[src/rtl/mem_arb_pkg.sv]
// Shared state encoding and requester constants for the memory port arbiter.
package mem_arb_pkg;

    localparam int NREQ      = 4;
    localparam int REQ_LDA   = 0;
    localparam int REQ_LDB   = 1;
    localparam int REQ_ST    = 2;
    localparam int REQ_FETCH = 3;

    typedef enum logic [1:0] {
        S_IDLE  = 2'd0,
        S_BURST = 2'd1,
        S_TURN  = 2'd2
    } arb_state_e;

endpackage

[src/rtl/mem_port_arbiter_rr_pick4.sv]
// Combinational round-robin picker: first requester with req high, scanning
// last+1, last+2, ... modulo 4.
module rr_pick4 (
    input  logic [3:0] req,
    input  logic [1:0] last,
    output logic       valid,
    output logic [1:0] winner
);

    logic [1:0] idx;

    // Walk from the farthest offset down so the nearest candidate is assigned last.
    always_comb begin
        valid  = 1'b0;
        winner = last;
        idx    = last;
        for (int k = 4; k >= 1; k--) begin
            idx = last + 2'(k);
            if (req[idx]) begin
                valid  = 1'b1;
                winner = idx;
            end
        end
    end

endmodule

[src/rtl/mem_port_arbiter.sv]
// Round-robin arbiter and burst sequencer for the shared 16-bit memory port.
// Optional macro FETCH_PRIO_EN: requester 3 wins any arbitration it requests.
//
// state   | meaning
// S_IDLE  | no owner; requests sampled every edge
// S_BURST | grant held until the final acknowledged beat
// S_TURN  | one dead cycle between bursts (TURN=1 only)
module mem_port_arbiter
    import mem_arb_pkg::*;
#(
    parameter int LENW = 4,
    parameter int TURN = 1
) (
    input  logic                 clk,
    input  logic                 rst_n,
    input  logic [NREQ-1:0]      req,
    input  logic [NREQ*LENW-1:0] len,
    input  logic                 beat_ack,
    output logic [NREQ-1:0]      gnt,
    output logic [1:0]           sel,
    output logic                 busy,
    output logic [LENW-1:0]      remain,
    output logic [NREQ-1:0]      done
);

    localparam bit TURN_EN = (TURN != 0);

    arb_state_e      state_q, state_d;
    logic [NREQ-1:0] gnt_q, gnt_d;
    logic [1:0]      sel_q, sel_d;
    logic            busy_q, busy_d;
    logic [LENW-1:0] remain_q, remain_d;
    logic [NREQ-1:0] done_q, done_d;
    logic [1:0]      last_q, last_d;
    logic            prio_q, prio_d;

    logic [1:0]      arb_last;
    logic            rr_valid;
    logic [1:0]      rr_winner;
    logic [1:0]      win;
    logic            win_prio;
    logic [LENW-1:0] len_win;
    logic            final_beat;
    logic            grant_now;

    // A burst that finishes re-arbitrates against its own index, unless it was a priority win.
    assign arb_last = (state_q == S_BURST && !prio_q) ? sel_q : last_q;

    rr_pick4 u_pick (
        .req    (req),
        .last   (arb_last),
        .valid  (rr_valid),
        .winner (rr_winner)
    );

`ifdef FETCH_PRIO_EN
    assign win      = req[REQ_FETCH] ? 2'(REQ_FETCH) : rr_winner;
    assign win_prio = req[REQ_FETCH];
`else
    assign win      = rr_winner;
    assign win_prio = 1'b0;
`endif

    assign len_win    = len[win*LENW +: LENW];
    assign final_beat = (state_q == S_BURST) && beat_ack && (remain_q == LENW'(1));
    assign grant_now  = rr_valid && ((state_q == S_IDLE) || (final_beat && !TURN_EN));

    always_ff @(posedge clk or negedge rst_n) begin
        if (!rst_n) begin
            state_q  <= S_IDLE;
            gnt_q    <= '0;
            sel_q    <= '0;
            busy_q   <= 1'b0;
            remain_q <= '0;
            done_q   <= '0;
            last_q   <= 2'd3;
            prio_q   <= 1'b0;
        end else begin
            state_q  <= state_d;
            gnt_q    <= gnt_d;
            sel_q    <= sel_d;
            busy_q   <= busy_d;
            remain_q <= remain_d;
            done_q   <= done_d;
            last_q   <= last_d;
            prio_q   <= prio_d;
        end
    end

    always_comb begin
        state_d = state_q;
        case (state_q)
            S_IDLE:  if (rr_valid) state_d = S_BURST;
            S_BURST: begin
                if (final_beat) begin
                    if (TURN_EN)       state_d = S_TURN;
                    else if (rr_valid) state_d = S_BURST;
                    else               state_d = S_IDLE;
                end
            end
            S_TURN:  state_d = S_IDLE;
            default: state_d = S_IDLE;
        endcase
    end

    always_comb begin
        gnt_d    = gnt_q;
        sel_d    = sel_q;
        busy_d   = busy_q;
        remain_d = remain_q;
        done_d   = '0;
        last_d   = last_q;
        prio_d   = prio_q;

        if (final_beat) begin
            done_d[sel_q] = 1'b1;
            if (!prio_q) last_d = sel_q;
        end

        if (grant_now) begin
            gnt_d    = NREQ'(1) << win;
            sel_d    = win;
            busy_d   = 1'b1;
            remain_d = (len_win == '0) ? LENW'(1) : len_win;
            prio_d   = win_prio;
        end else if (final_beat) begin
            gnt_d    = '0;
            busy_d   = 1'b0;
            remain_d = '0;
            prio_d   = 1'b0;
        end else if (state_q == S_BURST && beat_ack) begin
            remain_d = remain_q - LENW'(1);
        end
    end

    assign gnt    = gnt_q;
    assign sel    = sel_q;
    assign busy   = busy_q;
    assign remain = remain_q;
    assign done   = done_q;

endmodule

[config.mk]
export PLATFORM = sky130hd
export DESIGN_NAME = mem_port_arbiter
export DESIGN_NICKNAME = d
export VERILOG_FILES = /design/src/rtl/mem_arb_pkg.sv /design/src/rtl/mem_port_arbiter_rr_pick4.sv /design/src/rtl/mem_port_arbiter.sv
export SDC_FILE = /design/constraint.sdc
export NUM_CORES = 1
export LEC_CHECK = 0
export ABC_AREA = 1
export BUFFER_PORTS_ARGS = -buffer_cell sky130_fd_sc_hd__buf_2
export CAP_MARGIN = 20
export CORE_AREA = 4 4 54 56
export DETAILED_ROUTE_END_ITERATION = 6
export DIE_AREA = 0 0 58 60
export GPL_TIMING_DRIVEN = 0
export PLACE_DENSITY = 0.77
export SLEW_MARGIN = 20
export SYNTH_ARGS = -nofsm -noshare
export SYNTH_HDL_FRONTEND = slang
export SYNTH_SLANG_ARGS = --single-unit
[constraint.sdc]
create_clock -name clk -period 2.2 [get_ports clk]
set_clock_uncertainty 0.05 [all_clocks]
set_input_delay 0 -clock clk [delete_from_list [all_inputs] [get_ports clk]]
set_output_delay 0 -clock clk [all_outputs]
set_load 0.1 [all_outputs]
==> metrics.md, run 1 <==
| Metric | Value |
|---|---|
| Commonest cells in the netlist | nand2_1 (53), nand3_1 (20), inv_1 (19) |
| Die footprint | 3480 sq um |
| Mapped Cells | 167 |
| Area growth syn-to-layout | 49.8% |
| Clock Sinks | 19 |
| Post-route cell area | 1800 sq um |
| Clock latency on the worst-skew pair | 0.30 ns |
| Final worst slack | -0.0801 ns |
| Outcome | finished, violations left |
| Crit path time final | 2.28 ns |
| Slew margin rel. | 62.5% |
| Clk root buf | clkbuf_4 |
| Proportion of netlist area held by the largest area contributor | 35.5% |
| Final Max Tran Viols | 0 |
| DR vias/cell | 5.43 |
| Most common cell in the synthesized netlist | nand2_1 |
| Port buffer count | 37 |
| R2R depth | 20 |
| Synth top area cells | dfrtp_1 (35%), nand2_1 (17%), nand3_1 (8.4%), inv_1 (5.9%), nand2_2 (4.7%) |
| Synthesized area per cell | 7.18 sq um |
| Critical Path Start Type | flop |
| Drt initial violations | 75 |
| Largest net degree at the start of global routing | 20 |
| Total wire length | 3490 microns |
| Critical Path RT | 2.39 ns |
| # rows | 18 |
| Mapped cell area | 1200 sq um |
| Initial Util | 49.3% |
| # nets final | 247 |
| DIE HEIGHT | 60 microns |
| Final hold violation count | 0 |
| Flops & latches, synth | 19 |
| Critical Path AT | 2.47 ns |
| GPL Wtd Cong | 0.916 |
| ANT nets after route | 0 |
| Failing checks | negative setup slack |
| Wirelength per Cell | 13.9 microns |
| Maximum clock path buffer count | 2 |
| Die X | 58 microns |
| Vias in the first global route | 1268 |
| Post-DP HPWL | 2330 microns |
| GRT Util Overall | 19.7% |
| Worst-path fanout max | 6 |
| Grt ovf | 0 |
| CTS tree | done |
| Seq/Total Area, Yosys | 39.9% |
| TritonCTS Buffers | 3 |
| DR pass1 iterations | 5 |
| Ys flop type | dfrtp_1 |
| DRC errors left | 0 |
| Ant diodes | 0 |
| Max H-tree Level | 1 |
| Period Utilization, post-route | 104% |
| Nature of the critical path endpoint | flop |
| Least-Margin Pin Slew | 0.557 ns |
| Final setup viols | 3 |
| Syn nets | 192 |
| Max-cap violations | 0 |
| EDFF count, synth | 0 |
| Io pins | 38 |
| Layout cells sized above 1 | 51.6% |
| Hold WC Path Type | in -> reg |
| Core area | 2430 sq um |
| Total of warnings raised by yosys | 0 |
| Initial antenna violation count | 0 |
| Yosys top cell by area | dfrtp_1 |
| First-pass GRT wire length | 5350 microns |
| Achievable frequency | 439 MHz |
| Crit Path Class | reg -> reg |
| Synth unique cells | 25 |
| Hold depth | 4 |
| Area of placed instances | 1430 sq um |
| Asr flop ratio synth | 100% |
| Vias | 1362 |
| Unrepaired setup endpoints after global routing | yes |
| Register clock-pin slew on the reported worst setup and hold paths | 0.11 ns |
| Util after Layout | 73.8% |
per-stage QoR:
| stage | cells | hold WS, ns | setup TNS, ns | setup slack (ns) |
|---|---|---|---|---|
| 2_1_floorplan | 167 | -0.346 | 0 | 0.00267 |
| 3_3_place_gp | 234 | -0.0988 | -0.166 | -0.110 |
| 3_5_place_dp | 234 | -0.0802 | -0.389 | -0.188 |
| 4_1_cts | 245 | 0.0444 | 0 | 0.0103 |
| 5_1_grt | 251 | 0.0842 | -0.736 | -0.304 |
| 6_report | 251 | 0.0427 | -0.0861 | -0.0801 |
sequential cells by signal, indices dropped and copies added (netlist names):
name,flops
busy,1
last_q,2
state_q,2
gnt,4
done,4
sel,2
remain,4
final timing paths:
path                                  from        end  slack (ns)
min in group asynchronous            rst_n       busy        0.10
worst min register to register      gnt[0]     gnt[0]        0.45
worst max register to register  state_q[1]  remain[0]       -0.08
worst min-delay path              beat_ack  remain[1]        0.04
max in group asynchronous            rst_n  last_q[0]        1.67
worst max-delay path            state_q[1]  remain[0]       -0.08
logic make-up (layout without fill, tap and decap cells):
group	after synthesis	in the layout	synth area share (%)
xor gates and xnor gates	1	1	0.731
and+or+nand+nor	104	104	39.9
DFF	19	19	39.9
buffers and inverters	24	78	8.77
adders and majority gates	2	2	2.09
AOI/OAI and AO/OA	17	17	8.66
worst max-delay path, stage by stage (launching register included):
cell and delay [ns]:
dfrtp_1 0.44, inv_4 0.14, nand2_8 0.10, nand2_8 0.09, nand2_8 0.07, nand2_1 0.06, nand3_1 0.11, nand2_1 0.10
inv_1 0.05, nand2_2 0.08, nand3_2 0.11, nand2_4 0.12, buf_6 0.12, inv_2 0.06, nand3_2 0.05, nand2_1 0.06
nor2_2 0.11, nand3_1 0.08, nand2_1 0.07, nand2_1 0.05, nand2_1 0.09
cells in the final DEF (no fill, tap or decap), types with 2 or more instances in the layout:
| cell | netlist | routed |
|---|---|---|
| a21oi_1 | 3 | 3 |
| buf_2 | 0 | 37 |
| buf_4 | 0 | 12 |
| buf_6 | 2 | 2 |
| clkbuf_4 | 0 | 3 |
| dfrtp_1 | 17 | 15 |
| dfstp_2 | 2 | 2 |
| ha_1 | 2 | 2 |
| inv_1 | 19 | 18 |
| inv_2 | 3 | 2 |
| inv_4 | 0 | 2 |
| nand2_1 | 53 | 29 |
| nand2_2 | 9 | 20 |
| nand2_4 | 1 | 11 |
| nand2_8 | 0 | 3 |
| nand3_1 | 20 | 14 |
| nand3_2 | 2 | 7 |
| nand4_1 | 3 | 3 |
| nor2_1 | 12 | 8 |
| nor2_2 | 1 | 3 |
| nor2_4 | 0 | 2 |
| o21ai_0 | 9 | 8 |
metal layers:
| metal | vias to the layer above | global-route usage, % | wire [microns] |
|---|---|---|---|
| met5 | - | 0 | 0 |
| met4 | 0 | 7.95 | 28 |
| met3 | 4 | 2.16 | 86 |
| met2 | 34 | 35.5 | 1930 |
| met1 | 673 | 23.9 | 1450 |
| li1 | 651 | - | - |
timing repair:
item                                    4_1_cts  5_1_grt
endpoints found under the setup margin        4        6
setup buffers                                 5        6
resized for setup                            15       48
hold buffers                                  1        0
pin swaps                                     4       19
gates cloned                                  1        0
hold endpoints to repair                     19        0
final cells by class:
cell class                 count  area [sq um]
fill                         200           637
multi-input combinational    124           852
buffer                         2          22.5
clock buffer                   3          22.5
tap                           30          37.5
inverter                      22          87.6
timing repair buffer          50           285
clock inverter                 1          5.00
sequential                    19           483
Power of run 1 is left out: the tool's default activity adds up to more than one toggle a clock period on the data nets, which glitch-free logic cannot reach.
==> run 2: changes to the inputs <==
- CORE_AREA: 4 4 54 56 -> 2 2 52 54
- DIE_AREA: 0 0 58 60 -> 0 0 54 56
==> run 2 against run 1 <==
Net effect: the run still ends with negative setup slack left; register-to-register slack improved by 0.02 ns; sequential share of layout area shrank 0.11 points; non-clock buffer count down 1; maximum frequency up 0.70%; wire length increased by 0.57%; via count shrank 2.5%; first-iteration DRC count is 53% lower; cell area rose by 0.42%; die area down 13%; utilization rose by 0.31 points; flip-flop and latch count unchanged; final cell count fell by 0.40%; highest routed layer unchanged.
==> metrics.md, run 2 (same netlist as run 1, synthesis figures left out) <==
| Metric | Value |
|---|---|
| Achievable frequency | 442 MHz (+0.70%) |
| Maximum clock path buffer count | 2 (unchanged) |
| GPL Wtd Cong | 0.828 (-9.7%) |
| Critical Path Start Type | flop |
| Clock Sinks | 19 (unchanged) |
| Clock latency on the worst-skew pair | 0.29 ns (about the same) |
| Drt initial violations | 35 (-53%) |
| Critical Path RT | 2.33 ns (-0.06 ns) |
| Post-DP HPWL | 2230 microns (-4.5%) |
| Slew margin rel. | 61.3% (-1.2 points) |
| Max-cap violations | 0 (unchanged) |
| Worst Hold Path EP | remain[0] |
| Register clock-pin slew on the reported worst setup and hold paths | 0.10 ns (about the same) |
| Initial antenna violation count | 0 (unchanged) |
| Final setup viols | 3 (unchanged) |
| Hold_sp | len[12] |
| Reg2reg end | remain[0] |
| Max H-tree Level | 1 (unchanged) |
| Wirelength per Cell | 14.0 microns (+0.98%) |
| TritonCTS Buffers | 3 (unchanged) |
| R2R depth | 16 (-20%) |
| Die X | 54 microns (-6.9%) |
| Critical R2R Launch | sel[0] |
| Total wire length | 3510 microns (+0.57%) |
| Final worst slack | -0.0643 ns (+0.0158 ns) |
| Commonest non-fill, non-tap cell in the layout | buf_2 |
| Number of fill cells | 189 (-5.5%) |
| # rows | 18 (unchanged) |
| Hold WC Path Type | in -> reg |
| First-pass GRT wire length | 4770 microns (-11%) |
| Io pins | 38 (unchanged) |
| DR vias/cell | 5.31 (-2.1%) |
| CTS tree | done |
| Period Utilization, post-route | 103% (-0.72 points) |
| Critical Path AT | 2.40 ns (-0.07 ns) |
| Area growth syn-to-layout | 50.4% |
| Grt ovf | 0 (unchanged) |
| # nets final | 246 (-0.40%) |
| DRC errors left | 0 (unchanged) |
| Crit path time final | 2.26 ns (-0.0158 ns) |
| Failing checks | negative setup slack |
| Largest net degree at the start of global routing | 20 (unchanged) |
| DR pass1 iterations | 4 (-1) |
| Hold depth | 7 (+3) |
| R2r setup slk | -0.06 ns (+0.02 ns) |
| Vias in the first global route | 1130 (-11%) |
| Final hold violation count | 0 (unchanged) |
| Nature of the critical path endpoint | flop |
| Crit Path Class | reg -> reg |
| Initial Util | 49.3% (unchanged) |
| Most frequent cells in the layout | buf_2 (37), nand2_1 (28), nand2_2 (25) |
| GRT Util Overall | 20.5% (+0.86 points) |
| Port buffer count | 37 (unchanged) |
| Ant diodes | 0 (unchanged) |
| Worst-path fanout max | 7 (+1) |
| Clk root buf | clkbuf_4 |
| Least-Margin Pin Slew | 0.576 ns (+0.0183 ns) |
| Util after Layout | 74.1% (+0.31 points) |
| Vias | 1328 (-2.5%) |
| DIE HEIGHT | 56 microns (-6.7%) |
| Outcome | finished, violations left |
| ANT nets after route | 0 (unchanged) |
| Core area | 2430 sq um (unchanged) |
| Final Max Tran Viols | 0 (unchanged) |
| Layout cells sized above 1 | 53.6% (+2.1 points) |
| Unrepaired setup endpoints after global routing | yes |
| Die footprint | 3020 sq um (-13%) |
-- run 2: worst max path at each step --
stage / from / to / slack (ns)
after floorplan: sel[1] / remain[1] / 0.003
after global placement: sel[0] / remain[0] / -0.11
after detailed placement: sel[0] / remain[0] / -0.16
after CTS: state_q[0] / remain[0] / 0.0007
after global routing: state_q[1] / remain[0] / -0.19
final: sel[0] / remain[0] / -0.06
-- run 2: critical path, stage by stage, from the launching register on --
cell,delay [ns]
dfrtp_4,0.52
inv_2,0.08
nand3_2,0.11
nand2_4,0.12
nand2_1,0.07
nand2_2,0.09
nand2_2,0.07
nand2_1,0.08
nand3_1,0.15
a21boi_4,0.31
nand3_1,0.14
nand2_1,0.10
nor2_2,0.05
nand3_1,0.07
nand2_1,0.05
nand2_1,0.05
nand2_1,0.06
-- run 2: stage by stage --
| step | cell area [sq um] | cells | hold slack [ns] | TNS (ns) | worst slack [ns] |
|---|---|---|---|---|---|
| finish | 1800 | 250 | 0.0660 | -0.112 | -0.0643 |
| floorplan | 1200 | 167 | -0.346 | 0 | 0.00267 |
| global placement | 1430 | 234 | -0.0972 | -0.164 | -0.109 |
| detailed placement | 1430 | 234 | -0.0875 | -0.346 | -0.159 |
| global route | 1800 | 250 | 0.0774 | -0.567 | -0.194 |
| CTS | 1540 | 244 | 0.0479 | 0 | 0.000714 |
-- run 2: final cells by class --
cell class | count | area, sq um | share of cell area (%)
clock buffer | 4 | 26.3 | 1.46
sequential | 19 | 483 | 26.8
buffer | 2 | 22.5 | 1.25
tap | 30 | 37.5 | 2.08
inverter | 22 | 90.1 | 5.00
timing repair buffer | 49 | 282 | 15.6
multi-input combinational | 124 | 862 | 47.8
-- run 2: layer usage --
metal  GRT usage [%]  wire, microns
met5               0              0
met4            3.57             37
met3            2.42            140
met2            35.7           1880
met1            27.0           1450
-- run 2: timing repair --
action | 4_1_cts | 5_1_grt
gates cloned | 0 | 1
setup buffers | 5 | 5
setup endpoints to repair | 4 | 6
hold endpoints to repair | 19 | 0
hold buffers | 1 | 0
pin swaps | 4 | 27
resized for setup | 11 | 57
Power of run 2 is left out for the same reason.
